$ cat src/rtl/memory_port_arbiter_pkg.sv
// Shared encodings for the two-requester memory port arbiter.
package memory_port_arbiter_pkg;

    localparam logic STATE__IDLE      = 1'b0;
    localparam logic STATE__READ_WAIT = 1'b1;

    localparam logic REQ__IFETCH = 1'b0;
    localparam logic REQ__DATA   = 1'b1;

    typedef enum logic {
        ST_IDLE      = STATE__IDLE,
        ST_READ_WAIT = STATE__READ_WAIT
    } state_e;

endpackage

$ cat src/rtl/memory_port_arbiter_if.sv
// Bundle of both requester channels plus the shared memory port.
// Handshake: a requester holds valid/we/addr/wr_data stable until it sees a one-cycle
// ready pulse; that pulse completes the transaction (rd_data is valid only alongside it).
interface memory_port_arbiter_if #(
    parameter int ADDR_WIDTH = 61,
    parameter int DATA_WIDTH = 64
);
    logic                  req0__valid;
    logic                  req0__ready;
    logic                  req0__we;
    logic [ADDR_WIDTH-1:0] req0__addr;
    logic [DATA_WIDTH-1:0] req0__wr_data;
    logic [DATA_WIDTH-1:0] req0__rd_data;

    logic                  req1__valid;
    logic                  req1__ready;
    logic                  req1__we;
    logic [ADDR_WIDTH-1:0] req1__addr;
    logic [DATA_WIDTH-1:0] req1__wr_data;
    logic [DATA_WIDTH-1:0] req1__rd_data;

    logic [ADDR_WIDTH-1:0] mem__addr;
    logic [DATA_WIDTH-1:0] mem__wr_data;
    logic [DATA_WIDTH-1:0] mem__rd_data;
    logic                  mem__en;
    logic                  mem__we;

    modport slave (
        input  req0__valid, req0__we, req0__addr, req0__wr_data,
        output req0__ready, req0__rd_data,
        input  req1__valid, req1__we, req1__addr, req1__wr_data,
        output req1__ready, req1__rd_data,
        output mem__addr, mem__wr_data, mem__en, mem__we,
        input  mem__rd_data
    );

    modport master (
        output req0__valid, req0__we, req0__addr, req0__wr_data,
        input  req0__ready, req0__rd_data,
        output req1__valid, req1__we, req1__addr, req1__wr_data,
        input  req1__ready, req1__rd_data,
        input  mem__addr, mem__wr_data, mem__en, mem__we,
        output mem__rd_data
    );

endinterface

$ cat src/rtl/memory_port_arbiter_rr_select2.sv
// Combinational two-way round-robin pick: under contention the requester that was
// not granted last time wins.
module rr_select2
    import memory_port_arbiter_pkg::*;
(
    input  logic [1:0] valid,
    input  logic       last,
    output logic       grant,
    output logic       id
);

    always_comb begin
        grant = |valid;
        id    = REQ__IFETCH;
        case (valid)
            2'b10:   id = REQ__DATA;
            2'b11:   id = ~last;
            default: id = REQ__IFETCH;
        endcase
    end

endmodule

$ cat src/rtl/memory_port_arbiter.sv
// Serialises instruction-side and data-side requests onto one memory port.
// Optional perf counters are built when MEMORY_PORT_ARBITER_PERF_EN is defined.
module memory_port_arbiter
    import memory_port_arbiter_pkg::*;
#(
    parameter int ADDR_WIDTH   = 61,
    parameter int DATA_WIDTH   = 64,
    parameter int READ_LATENCY = 1
) (
    input  logic                         clk,
    input  logic                         rst,
    memory_port_arbiter_if.slave         bus,
    output logic                         state_dbg
`ifdef MEMORY_PORT_ARBITER_PERF_EN
    ,
    output logic [31:0]                  perf__grant0,
    output logic [31:0]                  perf__grant1,
    output logic [31:0]                  perf__conflict
`endif
);

    state_e          state, state_nxt;
    logic            owner, owner_nxt;
    logic            last, last_nxt;
    logic [2:0]      cnt, cnt_nxt;

    logic            grant;
    logic            gid;
    logic            sel_we;
    logic [ADDR_WIDTH-1:0] sel_addr;
    logic [DATA_WIDTH-1:0] sel_wr_data;

    logic            mem_en, mem_we;
    logic [ADDR_WIDTH-1:0] mem_addr;
    logic [DATA_WIDTH-1:0] mem_wr_data;
    logic [1:0]      ready;
    logic [DATA_WIDTH-1:0] rd_data0, rd_data1;

    rr_select2 u_sel (
        .valid ({bus.req1__valid, bus.req0__valid}),
        .last  (last),
        .grant (grant),
        .id    (gid)
    );

    assign sel_we      = gid ? bus.req1__we      : bus.req0__we;
    assign sel_addr    = gid ? bus.req1__addr    : bus.req0__addr;
    assign sel_wr_data = gid ? bus.req1__wr_data : bus.req0__wr_data;

    always_ff @(posedge clk) begin
        if (!rst) begin
            state <= ST_IDLE;
            owner <= REQ__IFETCH;
            last  <= REQ__DATA;
            cnt   <= 3'd0;
        end else begin
            state <= state_nxt;
            owner <= owner_nxt;
            last  <= last_nxt;
            cnt   <= cnt_nxt;
        end
    end

    // Everything is gated by rst so outputs read as zero while reset is held.
    always_comb begin
        state_nxt   = state;
        owner_nxt   = owner;
        last_nxt    = last;
        cnt_nxt     = cnt;
        mem_en      = 1'b0;
        mem_we      = 1'b0;
        mem_addr    = '0;
        mem_wr_data = '0;
        ready       = 2'b00;
        rd_data0    = '0;
        rd_data1    = '0;
        if (rst) begin
            case (state)
                ST_IDLE: begin
                    if (grant) begin
                        last_nxt = gid;
                        mem_en   = 1'b1;
                        mem_we   = sel_we;
                        mem_addr = sel_addr;
                        if (sel_we) begin
                            mem_wr_data = sel_wr_data;
                            ready[gid]  = 1'b1;
                        end else begin
                            owner_nxt = gid;
                            cnt_nxt   = 3'(READ_LATENCY - 1);
                            state_nxt = ST_READ_WAIT;
                        end
                    end
                end
                ST_READ_WAIT: begin
                    if (cnt != 3'd0) begin
                        cnt_nxt = cnt - 3'd1;
                    end else begin
                        ready[owner] = 1'b1;
                        if (owner == REQ__DATA) rd_data1 = bus.mem__rd_data;
                        else                    rd_data0 = bus.mem__rd_data;
                        state_nxt = ST_IDLE;
                    end
                end
                default: state_nxt = ST_IDLE;
            endcase
        end
    end

    assign bus.mem__en       = mem_en;
    assign bus.mem__we       = mem_we;
    assign bus.mem__addr     = mem_addr;
    assign bus.mem__wr_data  = mem_wr_data;
    assign bus.req0__ready   = ready[0];
    assign bus.req1__ready   = ready[1];
    assign bus.req0__rd_data = rd_data0;
    assign bus.req1__rd_data = rd_data1;
    assign state_dbg         = state;

`ifdef MEMORY_PORT_ARBITER_PERF_EN
    always_ff @(posedge clk) begin
        if (!rst) begin
            perf__grant0   <= 32'd0;
            perf__grant1   <= 32'd0;
            perf__conflict <= 32'd0;
        end else if (state == ST_IDLE) begin
            if (grant && gid == REQ__IFETCH) perf__grant0 <= perf__grant0 + 32'd1;
            if (grant && gid == REQ__DATA)   perf__grant1 <= perf__grant1 + 32'd1;
            if (bus.req0__valid && bus.req1__valid) perf__conflict <= perf__conflict + 32'd1;
        end
    end
`endif

endmodule

$ cat src/flat_wrapper.sv
// flat-port wrapper written by rule: the top's interface ports become plain ports
module memory_port_arbiter_flat import memory_port_arbiter_pkg::*;
#(
    parameter int ADDR_WIDTH   = 61,
    parameter int DATA_WIDTH   = 64,
    parameter int READ_LATENCY = 1
)
  (clk, rst, state_dbg, bus_req0__valid, bus_req0__we, bus_req0__addr, bus_req0__wr_data, bus_req0__ready, bus_req0__rd_data, bus_req1__valid, bus_req1__we, bus_req1__addr, bus_req1__wr_data, bus_req1__ready, bus_req1__rd_data, bus_mem__addr, bus_mem__wr_data, bus_mem__en, bus_mem__we, bus_mem__rd_data);
  memory_port_arbiter_if #(.ADDR_WIDTH(ADDR_WIDTH), .DATA_WIDTH(DATA_WIDTH)) bus_i ();
  input  logic clk;
  input  logic rst;
  output logic state_dbg;
  input wire logic [$bits(bus_i.req0__valid)-1:0] bus_req0__valid;
  input wire logic [$bits(bus_i.req0__we)-1:0] bus_req0__we;
  input wire logic [$bits(bus_i.req0__addr)-1:0] bus_req0__addr;
  input wire logic [$bits(bus_i.req0__wr_data)-1:0] bus_req0__wr_data;
  output wire logic [$bits(bus_i.req0__ready)-1:0] bus_req0__ready;
  output wire logic [$bits(bus_i.req0__rd_data)-1:0] bus_req0__rd_data;
  input wire logic [$bits(bus_i.req1__valid)-1:0] bus_req1__valid;
  input wire logic [$bits(bus_i.req1__we)-1:0] bus_req1__we;
  input wire logic [$bits(bus_i.req1__addr)-1:0] bus_req1__addr;
  input wire logic [$bits(bus_i.req1__wr_data)-1:0] bus_req1__wr_data;
  output wire logic [$bits(bus_i.req1__ready)-1:0] bus_req1__ready;
  output wire logic [$bits(bus_i.req1__rd_data)-1:0] bus_req1__rd_data;
  output wire logic [$bits(bus_i.mem__addr)-1:0] bus_mem__addr;
  output wire logic [$bits(bus_i.mem__wr_data)-1:0] bus_mem__wr_data;
  output wire logic [$bits(bus_i.mem__en)-1:0] bus_mem__en;
  output wire logic [$bits(bus_i.mem__we)-1:0] bus_mem__we;
  input wire logic [$bits(bus_i.mem__rd_data)-1:0] bus_mem__rd_data;
  assign bus_i.req0__valid = bus_req0__valid;
  assign bus_i.req0__we = bus_req0__we;
  assign bus_i.req0__addr = bus_req0__addr;
  assign bus_i.req0__wr_data = bus_req0__wr_data;
  assign bus_req0__ready = bus_i.req0__ready;
  assign bus_req0__rd_data = bus_i.req0__rd_data;
  assign bus_i.req1__valid = bus_req1__valid;
  assign bus_i.req1__we = bus_req1__we;
  assign bus_i.req1__addr = bus_req1__addr;
  assign bus_i.req1__wr_data = bus_req1__wr_data;
  assign bus_req1__ready = bus_i.req1__ready;
  assign bus_req1__rd_data = bus_i.req1__rd_data;
  assign bus_mem__addr = bus_i.mem__addr;
  assign bus_mem__wr_data = bus_i.mem__wr_data;
  assign bus_mem__en = bus_i.mem__en;
  assign bus_mem__we = bus_i.mem__we;
  assign bus_i.mem__rd_data = bus_mem__rd_data;
  memory_port_arbiter #(.ADDR_WIDTH(ADDR_WIDTH), .DATA_WIDTH(DATA_WIDTH), .READ_LATENCY(READ_LATENCY)) u_core (.clk(clk), .rst(rst), .bus(bus_i), .state_dbg(state_dbg));
endmodule
$ cat config.mk
export PLATFORM = sky130hd
export DESIGN_NAME = memory_port_arbiter_flat
export DESIGN_NICKNAME = d
export VERILOG_FILES = /design/src/rtl/memory_port_arbiter_pkg.sv /design/src/rtl/memory_port_arbiter_if.sv /design/src/rtl/memory_port_arbiter_rr_select2.sv /design/src/rtl/memory_port_arbiter.sv /design/src/flat_wrapper.sv
export SDC_FILE = /design/constraint.sdc
export NUM_CORES = 1
export LEC_CHECK = 0
export BUFFER_PORTS_ARGS = -buffer_cell sky130_fd_sc_hd__buf_2
export CORE_AREA = 10 10 218 220
export CTS_BUF_LIST = sky130_fd_sc_hd__clkbuf_8
export DETAILED_ROUTE_END_ITERATION = 8
export DIE_AREA = 0 0 228 230
export PLACE_DENSITY = 0.35
export SYNTH_ARGS = -nofsm -noshare
export SYNTH_HDL_FRONTEND = slang
export SYNTH_HIERARCHICAL = 1
export SYNTH_SLANG_ARGS = --single-unit
$ cat constraint.sdc
create_clock -name clk -period 3.5 [get_ports clk]
set_input_delay 1.05 -clock clk [delete_from_list [all_inputs] [get_ports clk]]
set_output_delay 1.05 -clock clk [all_outputs]
set_load 0.005 [all_outputs]
==> results.sh <==
export IMPL_fp_dieW_um=228
export IMPL_synth_edf_count=0
export IMPL_dp_cells=1622
export IMPL_synth_fp_nets=792
export IMPL_ir_drop_mv=0.0619
export IMPL_synth_top_cells_by_count="128 x nor2_1, 127 x and2_1, 127 x mux2i_1"
export IMPL_ios=578
export IMPL_cp_data_required_time_ns=2.45
export IMPL_wirelength_um=25000
export IMPL_hold_violations=0
export IMPL_path_clk_slew_ns=0.04
export IMPL_end_kind="output pin"
export IMPL_synth_largest_area_cell="mux2i_1"
export IMPL_htree_levels=1
export IMPL_cts_resized=0
export IMPL_grt_usage_pct=8.77
export IMPL_status="completed"
export IMPL_cts_sinks=6
export IMPL_crit_path_max_fanout=25
export IMPL_final_max_slew_violation_count=0
export IMPL_overflow=0
export IMPL_ys_warn_count=6
export IMPL_timing_final_crit_period_ns=3.41
export IMPL_cp_start_kind="input port"
export IMPL_final_instance_count_excl_fill=1628
export IMPL_drt_first_pass_iters=4
export IMPL_drive_above_1_share_pct=59.6
export IMPL_nFillCells=4966
export IMPL_fin_nets=1364
export IMPL_netlist_instances=470
export IMPL_num_vias=5329
export IMPL_core_um2=42900
export IMPL_fin_crit_sh_pct=97.4
export IMPL_syn_area_per_cell_um2=6.67
export IMPL_gp_congestion=0.869
export IMPL_clock_latency_ns=0.22
export IMPL_ys_flop_type="dfxtp_1"
export IMPL_die_h_um=230
export IMPL_dieArea_um2=52400
export IMPL_powerDensity_nw_per_um2=124
export IMPL_timing_final_ws_setup_ns=0.0909
export IMPL_setup_viol=0
export IMPL_cts_buffers=3
export IMPL_cts_hold_buffers=0
export IMPL_hpwl_um=22700
export IMPL_wl_per_cell_um=15.4
export IMPL_synth_top_area_share_pct=40.5
export IMPL_drt_iter0_markers=110
export IMPL_hold_path_class="reg2reg"
export IMPL_clock_fmax_mhz=293
export IMPL_critPathKind="in2out"
export IMPL_antenna_found_initial=5
export IMPL_rsz0062_at_grt="no"
export IMPL_arrival_ns=2.36
export IMPL_io_buffer_count=577
export IMPL_synth_cell_types=28
export IMPL_start_util_pct=7.31
export IMPL_ant_nets=0
export IMPL_post_route_util_pct=16.2
export IMPL_synth_area_top_cells="mux2i_1 41%, and2_1 25%, nor2_1 15%, dfxtp_1 3.8%, buf_2 2.6%"
export IMPL_cts_tree="yes"
export IMPL_drcViolationCount=0
export IMPL_grt_pass1_vias=5833
export IMPL_dpl_worst_slack_ns=0.0596
export IMPL_grt_max_degree=64
export IMPL_cts_buffer_depth=2
export IMPL_synthArstFlopShare_pct=0
export IMPL_rows=76
export IMPL_r2r_slack_ns=1.94
export IMPL_fin_skew_ns=0.000725
export IMPL_syn2layout_area_growth_pct=121
export IMPL_slew_headroom_pct=70.7
export IMPL_tightestPinTransition_ns=0.438
export IMPL_vias_per_cell=3.27
export IMPL_grt_pass1_wl_um=35600
export IMPL_synth_most_common_cell="nor2_1"
export IMPL_p_leak_nw=4.16
export IMPL_postSynthRegisterBits=6
export IMPL_post_cts_buffers=0
export IMPL_netlist_area_um2=3140
export IMPL_max_cap_viol_count=0
export IMPL_cts_root_buffer="clkbuf_8"
export IMPL_power_mw=0.859
export IMPL_tns_ns=0
export IMPL_synth_seq_area_share_pct=3.83
==> registers in the layout, summed over array words and instances, names as in the netlist <==
name and cells:
u_core/state_dbg 1, u_core/last 1, u_core/cnt 3, u_core/owner 1
==> logic make-up (layout without fill, tap and decap cells) <==
kind of cell,count (synthesis),after routing,share of synthesized area [%]
xor gates and xnor gates,1,1,0.279
adders and majority gates,2,2,0.798
muxes,127,127,40.5
buffers and inverters,49,619,7.90
DFF,6,6,3.83
other,0,3,0
and+or+nand+nor,276,276,44.5
AOI/OAI and AO/OA,9,9,2.12
==> report_power, final <==
part	switching (mW)	internal, mW	total [mW]	leakage (nW)
logic	0.315	0.365	0.681	4.09
clock network	0.0296	0.0738	0.103	0.0216
registers	0.00331	0.0712	0.0745	0.0489
total	0.348	0.510	0.859	4.16
==> final timing paths <==
kind | start | end | cells past startpoint
max | bus_req1__valid | bus_mem__wr_data[23] | 7
min | u_core/cnt[1] | u_core/cnt[1] | 1
max reg2reg | u_core/cnt[0] | u_core/cnt[0] | 6
min reg2reg | u_core/cnt[1] | u_core/cnt[1] | 1
==> layer usage <==
metal  vias to the layer above  wire [um]  track usage [%]
met3                        22       2360             3.21
met2                       334      13600             17.3
met4                         4        458             2.50
met5                         -         27                0
met1                      2301       8550             8.24
li1                       2668          -                -
==> critical path, cell delays in order <==
cell and delay (ns):
buf_2 0.09, a21boi_4 0.23, buf_12 0.21, buf_12 0.24
mux2i_1 0.29, nor2_1 0.06, buf_2 0.14
==> cell type report <==
type / count / area (um^2) / area share [%]
Timing Repair Buffer: 609 / 3230 / 46.5
Multi-Input combinational cell: 415 / 2790 / 40.1
Tap cell: 585 / 732 / 10.5
Sequential cell: 6 / 120 / 1.73
Clock buffer: 3 / 41.3 / 0.595
Inverter: 7 / 26.3 / 0.379
Antenna cell: 3 / 7.51 / 0.108
==> cells in the final DEF, fill, tap and decap left out, types with 3 or more instances in the layout <==
cell | synthesis | final
buf_2 | 16 | 577
nor2_1 | 128 | 128
and2_1 | 127 | 127
mux2i_1 | 127 | 126
buf_4 | 6 | 24
buf_12 | 0 | 8
nand2_1 | 6 | 6
dfxtp_1 | 6 | 6
inv_1 | 5 | 5
nor2b_1 | 5 | 5
diode_2 | 0 | 3
clkbuf_8 | 0 | 3
==> stage by stage <==
step | hold WS (ns) | instance area (um^2)
6_report | 0.528 | 6940
5_1_grt | 0.543 | 6940
4_1_cts | 0.532 | 6930
3_5_place_dp | 0.524 | 6890
3_3_place_gp | 0.521 | 6890
2_1_floorplan | 0.441 | 3140
Note: power is estimated with default switching activity, not from simulation.
